## config.mk

```make
export PLATFORM = sky130hd
export DESIGN_NAME = div_rem_ctrl
export DESIGN_NICKNAME = d
export VERILOG_FILES = /design/src/rtl/div_rem_ctrl.sv
export SDC_FILE = /design/constraint.sdc
export NUM_CORES = 1
export LEC_CHECK = 0
export ABC_AREA = 1
export CORE_MARGIN = 1.5
export CORE_UTILIZATION = 59
export CTS_BUF_LIST = sky130_fd_sc_hd__clkbuf_8 sky130_fd_sc_hd__clkbuf_16
export DETAILED_ROUTE_END_ITERATION = 8
export PLACE_DENSITY_LB_ADDON = 0.15
export SYNTH_ARGS = -nofsm -noshare
export SYNTH_HDL_FRONTEND = slang
export SYNTH_SLANG_ARGS = --single-unit
```

## constraint.sdc

```tcl
create_clock -name clock -period 7.7 [get_ports clock]
set_input_delay 1.925 -clock clock [delete_from_list [all_inputs] [get_ports clock]]
set_output_delay 1.925 -clock clock [all_outputs]
set_load 0.005 [all_outputs]
```

## src/rtl/div_rem_ctrl.sv

```systemverilog
// RV32M DIV/REM control stage: special-case bypass, divider handshake, shift-add REM fix-up.
// Optional DIV_REM_PAIR_CACHE_EN keeps the last {rs1, rs2, q} so a DIV/REM pair divides once.
module div_rem_ctrl #(
  parameter int XLEN           = 32,
  parameter int TIMEOUT_CYCLES = 128
) (
  input  logic            clock,
  input  logic            nreset,
  input  logic            req_valid_i,
  output logic            req_ready_o,
  input  logic [2:0]      req_funct3_i,
  input  logic [XLEN-1:0] req_rs1_i,
  input  logic [XLEN-1:0] req_rs2_i,
  input  logic [4:0]      req_rd_i,
  output logic [XLEN-1:0] div_a_o,
  output logic [XLEN-1:0] div_b_o,
  output logic            div_in_valid_o,
  input  logic            div_in_ready_i,
  input  logic [XLEN-1:0] div_c_i,
  input  logic            div_out_valid_i,
  output logic            div_out_ready_o,
  output logic            rsp_valid_o,
  input  logic            rsp_ready_i,
  output logic [XLEN-1:0] rsp_data_o,
  output logic [4:0]      rsp_rd_o,
  output logic            rsp_err_o
);

  localparam int TW = $clog2(TIMEOUT_CYCLES + 1);
  localparam logic [XLEN-1:0] MIN_INT = {1'b1, {(XLEN-1){1'b0}}};

  typedef enum logic [2:0] {IDLE, ISSUE, WAIT_Q, MUL, RESP} state_e;

  state_e          state_q, state_d;
  logic            live_q;
  logic            rem_q, rem_d;
  logic [XLEN-1:0] rs1_q, rs1_d, rs2_q, rs2_d;
  logic [4:0]      rd_q, rd_d;
  logic [XLEN-1:0] data_q, data_d;
  logic            err_q, err_d;
  logic [TW-1:0]   tmo_q, tmo_d;
  logic [4:0]      cnt_q, cnt_d;
  logic [XLEN-1:0] acc_q, acc_d, mcand_q, mcand_d, mplier_q, mplier_d;
  logic [XLEN-1:0] partial;

`ifdef DIV_REM_PAIR_CACHE_EN
  logic            cv_q, cv_d;
  logic [XLEN-1:0] c_rs1_q, c_rs1_d, c_rs2_q, c_rs2_d, c_q_q, c_q_d;
  logic            hit;
  assign hit = cv_q && (c_rs1_q == req_rs1_i) && (c_rs2_q == req_rs2_i);
`endif

  logic f3_rem, f3_bad, uns_err, rs2_zero, rs1_zero, ovf;
  assign f3_rem   = req_funct3_i[1];
  assign f3_bad   = !req_funct3_i[2];
  assign uns_err  = req_funct3_i[0] && (req_rs1_i[XLEN-1] || req_rs2_i[XLEN-1]);
  assign rs2_zero = (req_rs2_i == '0);
  assign rs1_zero = (req_rs1_i == '0);
  assign ovf      = (req_rs1_i == MIN_INT) && (req_rs2_i == '1);

  assign partial = acc_q + (mplier_q[0] ? mcand_q : '0);

  always_comb begin
    state_d  = state_q;
    rem_d    = rem_q;
    rs1_d    = rs1_q;
    rs2_d    = rs2_q;
    rd_d     = rd_q;
    data_d   = data_q;
    err_d    = err_q;
    tmo_d    = tmo_q;
    cnt_d    = cnt_q;
    acc_d    = acc_q;
    mcand_d  = mcand_q;
    mplier_d = mplier_q;
`ifdef DIV_REM_PAIR_CACHE_EN
    cv_d     = cv_q;
    c_rs1_d  = c_rs1_q;
    c_rs2_d  = c_rs2_q;
    c_q_d    = c_q_q;
`endif
    unique case (state_q)
      IDLE: begin
        if (req_valid_i && live_q) begin
          rs1_d   = req_rs1_i;
          rs2_d   = req_rs2_i;
          rd_d    = req_rd_i;
          rem_d   = f3_rem;
          err_d   = 1'b0;
          data_d  = '0;
          state_d = RESP;
          // Divide-by-zero is exact for the unsigned ops too, so it outranks the MSB check.
          if (rs2_zero) begin
            data_d = f3_rem ? req_rs1_i : '1;
          end else if (f3_bad || uns_err) begin
            err_d = 1'b1;
`ifdef DIV_REM_PAIR_CACHE_EN
            cv_d  = 1'b0;
`endif
          end else if (ovf) begin
            data_d = f3_rem ? '0 : MIN_INT;
          end else if (rs1_zero) begin
            data_d = '0;
`ifdef DIV_REM_PAIR_CACHE_EN
          end else if (hit) begin
            if (f3_rem) begin
              acc_d    = '0;
              mcand_d  = req_rs2_i;
              mplier_d = c_q_q;
              cnt_d    = '0;
              state_d  = MUL;
            end else begin
              data_d = c_q_q;
            end
`endif
          end else begin
            tmo_d   = '0;
            state_d = ISSUE;
          end
        end
      end
      ISSUE: begin
        if (div_in_ready_i) begin
          tmo_d   = '0;
          state_d = WAIT_Q;
        end
      end
      WAIT_Q: begin
        if (div_out_valid_i) begin
`ifdef DIV_REM_PAIR_CACHE_EN
          cv_d    = 1'b1;
          c_rs1_d = rs1_q;
          c_rs2_d = rs2_q;
          c_q_d   = div_c_i;
`endif
          if (rem_q) begin
            acc_d    = '0;
            mcand_d  = rs2_q;
            mplier_d = div_c_i;
            cnt_d    = '0;
            state_d  = MUL;
          end else begin
            data_d  = div_c_i;
            state_d = RESP;
          end
        end else if (tmo_q == TW'(TIMEOUT_CYCLES - 1)) begin
          err_d   = 1'b1;
          data_d  = '0;
          state_d = RESP;
`ifdef DIV_REM_PAIR_CACHE_EN
          cv_d    = 1'b0;
`endif
        end else begin
          tmo_d = tmo_q + TW'(1);
        end
      end
      MUL: begin
        // One multiplier bit per cycle, LSB first; the 32nd step folds in the subtract.
        acc_d    = partial;
        mcand_d  = mcand_q << 1;
        mplier_d = mplier_q >> 1;
        cnt_d    = cnt_q + 5'd1;
        if (cnt_q == 5'd31) begin
          data_d  = rs1_q - partial;
          state_d = RESP;
        end
      end
      RESP: begin
        if (rsp_ready_i) state_d = IDLE;
      end
      default: state_d = IDLE;
    endcase
  end

  always_ff @(posedge clock or negedge nreset) begin
    if (!nreset) begin
      state_q  <= IDLE;
      live_q   <= 1'b0;
      rem_q    <= 1'b0;
      rs1_q    <= '0;
      rs2_q    <= '0;
      rd_q     <= '0;
      data_q   <= '0;
      err_q    <= 1'b0;
      tmo_q    <= '0;
      cnt_q    <= '0;
      acc_q    <= '0;
      mcand_q  <= '0;
      mplier_q <= '0;
    end else begin
      state_q  <= state_d;
      live_q   <= 1'b1;
      rem_q    <= rem_d;
      rs1_q    <= rs1_d;
      rs2_q    <= rs2_d;
      rd_q     <= rd_d;
      data_q   <= data_d;
      err_q    <= err_d;
      tmo_q    <= tmo_d;
      cnt_q    <= cnt_d;
      acc_q    <= acc_d;
      mcand_q  <= mcand_d;
      mplier_q <= mplier_d;
    end
  end

`ifdef DIV_REM_PAIR_CACHE_EN
  always_ff @(posedge clock or negedge nreset) begin
    if (!nreset) begin
      cv_q    <= 1'b0;
      c_rs1_q <= '0;
      c_rs2_q <= '0;
      c_q_q   <= '0;
    end else begin
      cv_q    <= cv_d;
      c_rs1_q <= c_rs1_d;
      c_rs2_q <= c_rs2_d;
      c_q_q   <= c_q_d;
    end
  end
`endif

  // live_q keeps req_ready_o low until the first clock after reset release.
  assign req_ready_o     = (state_q == IDLE) && live_q;
  assign div_in_valid_o  = (state_q == ISSUE);
  assign div_out_ready_o = (state_q == WAIT_Q);
  assign rsp_valid_o     = (state_q == RESP);
  assign div_a_o         = rs1_q;
  assign div_b_o         = rs2_q;
  assign rsp_data_o      = data_q;
  assign rsp_rd_o        = rd_q;
  assign rsp_err_o       = err_q;

endmodule

```

==> results of run 1 <==
## critical path: stages, from the launching register on
cell and delay, ns:
dfrtp_1 0.97, nand2_1 0.27, inv_1 0.11, ha_1 0.27, nand2_1 0.08, nand2_1 0.06, a21oi_1 0.13, nand2_1 0.13
nand2_1 0.08, nand2_1 0.15, a21oi_1 0.31, xor2_1 0.41, ha_1 0.38, a21oi_1 0.21, o21ai_0 0.17, a21oi_1 0.26
nand3_1 0.17, o21ai_0 0.39, o2111ai_1 0.16, o21ai_0 0.12, inv_1 0.07
## metal layers
layer / routed length [um] / share of wire, % / GRT usage, % / vias up
met4: 1760 / 3.8 / 13.4 / 0
li1: - / - / - / 6563
met3: 4800 / 10 / 6.75 / 109
met5: 0 / 0 / 0 / -
met2: 20700 / 45 / 60.7 / 802
met1: 19100 / 41 / 54.7 / 6560
## power breakdown
group	switching (mW)	internal (mW)
sequential	0.366	1.55
combinational	2.12	1.40
clock	0.521	0.739
total	3.01	3.68
## placed cells by master (no fill, tap or decap), types with 4 or more instances in the layout
cell / count
a21o_1: 6
a21oi_1: 114
a31oi_1: 4
a41oi_1: 5
buf_4: 11
clkbuf_16: 25
clkbuf_8: 4
clkdlybuf4s50_1: 214
clkinv_2: 7
dfrtp_1: 216
ha_1: 65
inv_1: 250
inv_2: 6
nand2_1: 487
nand3_1: 118
nand3b_1: 8
nand4_1: 30
nor2_1: 118
nor3_1: 16
nor4_1: 10
o2111ai_1: 4
o211ai_1: 37
o21ai_0: 184
o21ai_1: 6
o21bai_1: 9
o221ai_1: 18
o22ai_1: 10
or2_0: 5
xnor2_1: 14
xor2_1: 19
## state kept, by name, summed over array words and instances, names as in the netlist, 8 cells and up
| name | count |
|---|---|
| div_b_o | 32 |
| tmo_q | 8 |
| rsp_data_o | 32 |
| acc_q | 32 |
| mcand_q | 32 |
| div_a_o | 32 |
| mplier_q | 32 |
## worst paths after layout
check / start / endpoint / cells after the start
min in group asynchronous: nreset / acc_q[3] / 1
max in group asynchronous: nreset / rem_q / 2
worst max-delay path: mplier_q[0] / rsp_data_o[20] / 20
worst min-delay path: rsp_rd_o[0] / rsp_rd_o[0] / 2
worst min register to register: rsp_rd_o[0] / rsp_rd_o[0] / 2
worst max register to register: mplier_q[0] / rsp_data_o[20] / 20
## stage by stage
stage	worst slack (ns)	instance area [um2]	power [mW]
2_1_floorplan	3.96	13600	3.96
3_3_place_gp	2.63	15900	5.28
3_5_place_dp	2.55	15900	5.34
4_1_cts	2.84	16800	6.62
5_1_grt	2.19	16800	7.14
6_report	2.63	16800	6.69
## cell type report
cell class	instances	area share (%)
Timing Repair Buffer	226	13.4
Clock inverter	16	1.10
Multi-Input combinational cell	1322	41.3
Inverter	257	5.77
Tap cell	285	2.13
Sequential cell	216	32.2
Clock buffer	29	4.06
## cells by family after synthesis
group / synth area share (%)
AOI/OAI and AO/OA: 17.5
xor gates and xnor gates: 2.12
adders and majority gates: 6.27
buffers and inverters: 9.36
DFF: 39.7
other: 0.0276
and+or+nand+nor: 25.0
==> impl_metrics.tcl, run 1 <==
set metrics [dict create \
    fillers 1770 \
    period_share_pct 65.8 \
    die_x_um 155 \
    synth_ff_type "dfrtp_1" \
    hold_viol 0 \
    nets 2225 \
    track_usage_pct 38.8 \
    drive_above_1_share_pct 3.82 \
    maxSlewViolCount 0 \
    fp-row-count 55 \
    drv_cap 0 \
    ys_warn_count 0 \
    cts_resized 0 \
    clkSlewWorstSetupHoldPaths_ns 0.07 \
    worstPathMaxFanout 33 \
    antenna_cells 0 \
    drt_iter0_markers 1647 \
    endpoint_kind "flop" \
    syn_area_mm2 0.0136 \
    finalSetupViolations 0 \
    htree_levels 1 \
    holdBufCountCts 0 \
    p_per_area_mw_per_mm2 399 \
    synth_area_leader_cell "dfrtp_1" \
    dieArea_mm2 0.0240 \
    die_h_um 155 \
    cts_tree "done" \
    synth_area_per_cell_um2 7.30 \
    synthTopCellsByArea "dfrtp_1 (40%), nand2_1 (13%), inv_1 (6.9%)" \
    synth_fp_nets 2041 \
    synthArstFlopShare_pct 100 \
    synth-seq-area-share_pct 39.7 \
    hold_class "flop to flop" \
    final.setup.tns_ns 0 \
    post-cts-setup-buffers 0 \
    finalHoldWorstSlack_ns 0.468 \
    worstPathArrival_ns 5.50 \
    clk_path_buf_depth 3 \
    status "finished clean" \
    skew_ns 0.0165 \
    max_freq_ghz 0.197 \
    wl_per_cell_um 19.7 \
    ir_drop_uv 229 \
    final_cells 2351 \
    synth-edff-count 0 \
    antenna_found_initial 0 \
    core_mm2 0.0226 \
    synthTopCellsByCount "nand2_1 (487), inv_1 (251), dfrtp_1 (216)" \
    dp.cells 2306 \
    portBuffers 215 \
    required_ns 8.13 \
    first_pass_iters 6 \
    regArea_mm2 0.00541 \
    multiInputGateArea_mm2 0.00693 \
    start_util_pct 60.1 \
    overflow 0 \
    viasPerCell 5.97 \
    netlist.area_leader.share_pct 39.7 \
    grt_pass1_wl_mm 72.0 \
    ant_nets 0 \
    ys_ff_latch 216 \
    cts_sinks 216 \
    p_leak_nw 8.08 \
    vias 14000 \
    syn_to_final_growth_pct 23.2 \
    slew_headroom_pct 29.9 \
    ios 216 \
    route.detailed.drc 0 \
    ys_types 52 \
    insertion_delay_ns 0.56 \
    dp_hpwl_mm 35.2 \
    cp-start-kind "flop" \
    period_minus_slack_ns 5.07 \
    grt_pass1_vias 13000 \
    path_class "flop to flop" \
    root_buffer "clkbuf_16" \
    worst_pin_slew_ns 1.05 \
    cts_buffers 25 \
    rsz0062_at_grt "false" \
    yosysMostFrequentCell "nand2_1" \
    wl_mm 46.3 \
    final_core_util_pct 74.0 \
    routabilityCongestion 1.03 \
    synthCells 1864 \
    grt_start_max_net_pins 101 \
    rrSetupSlack_ns 2.63 \
]
No activity file was read; power rests on OpenSTA's default activity.
==> run 2, diff against run 1 <==
- CORE_UTILIZATION: 59 -> 55
- clock period: 7.7 -> 4.8 ns (I/O delays scaled with it)
==> run 2 against run 1 <==
Critical path depth rose by 4. First-iteration DRC count increased by 17%. Fmax grew 14%. Critical path type unchanged.
==> impl_metrics.tcl, run 2 (synthesized netlist as in run 1, its figures left out) <==
set metrics [dict create \
    status "finished clean" \
    layout_commonest_cell "nand2_1" \
    cts_tree "done" \
    skew_ns 0.0174 \
    final_cell_mix "nand2_1 (487), inv_1 (251), dfrtp_1 (215)" \
    dieArea_mm2 0.0257 \
    required_ns 5.23 \
    drv_cap 0 \
    hold_viol 0 \
    die_x_um 160 \
    core_mm2 0.0243 \
    crit_path_start "mplier_q[0]" \
    grt_start_max_net_pins 112 \
    routabilityCongestion 1.05 \
    grt_pass1_vias 13200 \
    final_core_util_pct 69.7 \
    rsz0062_at_grt "true" \
    holdBufCountCts 0 \
    period_share_pct 92.9 \
    drive_above_1_share_pct 4.30 \
    htree_levels 1 \
    ios 216 \
    path_class "flop to flop" \
    ant_nets 0 \
    route.detailed.drc 0 \
    min_from "rsp_rd_o[1]" \
    hold_class "flop to flop" \
    nets 2232 \
    wl_mm 49.0 \
    overflow 0 \
    die_h_um 160 \
    portBuffers 215 \
    endpoint_kind "flop" \
    hold_depth 2 \
    p_per_area_mw_per_mm2 649 \
    antenna_found_initial 1 \
    reg2reg_depth 24 \
    maxSlewViolCount 0 \
    cts_sinks 216 \
    final.setup.tns_ns 0 \
    wl_per_cell_um 20.5 \
    fp-row-count 57 \
    period_minus_slack_ns 4.46 \
    p_leak_nw 8.13 \
    start_util_pct 55.9 \
    worstPathArrival_ns 4.89 \
    post-cts-setup-buffers 0 \
    viasPerCell 5.92 \
    syn_to_final_growth_pct 24.5 \
    insertion_delay_ns 0.56 \
    ir_drop_uv 388 \
    max_freq_ghz 0.224 \
    cp-start-kind "flop" \
    grt_pass1_wl_mm 75.6 \
    r2r-start "mplier_q[0]" \
    root_buffer "clkbuf_16" \
    dp_hpwl_mm 37.7 \
    worst_pin_slew_ns 0.968 \
    first_pass_iters 6 \
    clk_path_buf_depth 3 \
    worstPathMaxFanout 13 \
    finalSetupViolations 0 \
    slew_headroom_pct 35.4 \
    track_usage_pct 38.0 \
    vias 14200 \
    cts_resized 0 \
    drt_iter0_markers 1919 \
    clkSlewWorstSetupHoldPaths_ns 0.06 \
    cts_buffers 25 \
]
## run 2: cell count changes in the layout (fill, tap and decap cells not counted), moves of 2 or more
cell        delta
clkinv_2       -5
o21ai_0        -2
buf_4          +5
buf_12         +2
clkinvlp_4     +2
## run 2: layout make-up
class                   instances  area, um2
fillers                      1998       7380
multi-input cells            1322       6950
flip-flops and latches        216       5410
repair buffers                233       2320
inverters                     257        967
clock buffers                  30        694
well taps                     324        405
clock inverters                14        200
diodes                          1       2.50
## run 2: critical path, stage by stage (launching register included)
cell and delay [ns]:
dfrtp_2 0.49, nand2_1 0.09, inv_1 0.04, ha_1 0.20, fa_1 0.46, nand3_1 0.11, nand2_1 0.09, a21boi_2 0.21
o21bai_1 0.17, nand2_1 0.09, nand2_1 0.13, a21oi_1 0.21, xor2_1 0.26, ha_1 0.26, nand2_1 0.15, nor2_1 0.16
inv_1 0.08, nor2_2 0.18, nand4_1 0.10, nand3_1 0.15, a21oi_1 0.09, o21ai_2 0.17, o2111ai_2 0.21, o21ai_0 0.16
inv_1 0.07
## run 2: final timing paths
kind / slack [ns] / end
max: 0.34 / rsp_data_o[20]
min: 0.47 / rsp_rd_o[1]
max reg2reg: 0.34 / rsp_data_o[20]
min reg2reg: 0.47 / rsp_rd_o[1]
max in group asynchronous: 3.13 / cnt_q[4]
min in group asynchronous: 0.71 / acc_q[8]
## run 2: power breakdown
group | leakage [nW] | total, mW | switching, mW | internal [mW]
registers | 2.79 | 3.09 | 0.609 | 2.48
logic | 4.91 | 5.82 | 3.55 | 2.27
clock network | 0.429 | 2.09 | 0.835 | 1.25
total | 8.13 | 11.0 | 4.99 | 6.01
## run 2: per-stage QoR
stage	worst slack [ns]	area (um2)	power [mW]	std cells	hold slack, ns
4_1_cts	0.111	16900	10.8	2396	0.472
5_1_grt	-0.0723	16900	11.7	2397	0.494
3_3_place_gp	0.0570	16000	8.62	2352	0.447
3_5_place_dp	0.143	16000	8.71	2352	0.460
2_1_floorplan	1.06	13600	6.35	1864	0.433
6_report	0.340	16900	11.0	2397	0.472
## run 2: metal layers
layer,part of all wire [%],GRT usage [%]
met5,0,0
met4,3.6,11.9
met3,11,8.36
met2,43,58.4
met1,42,53.7
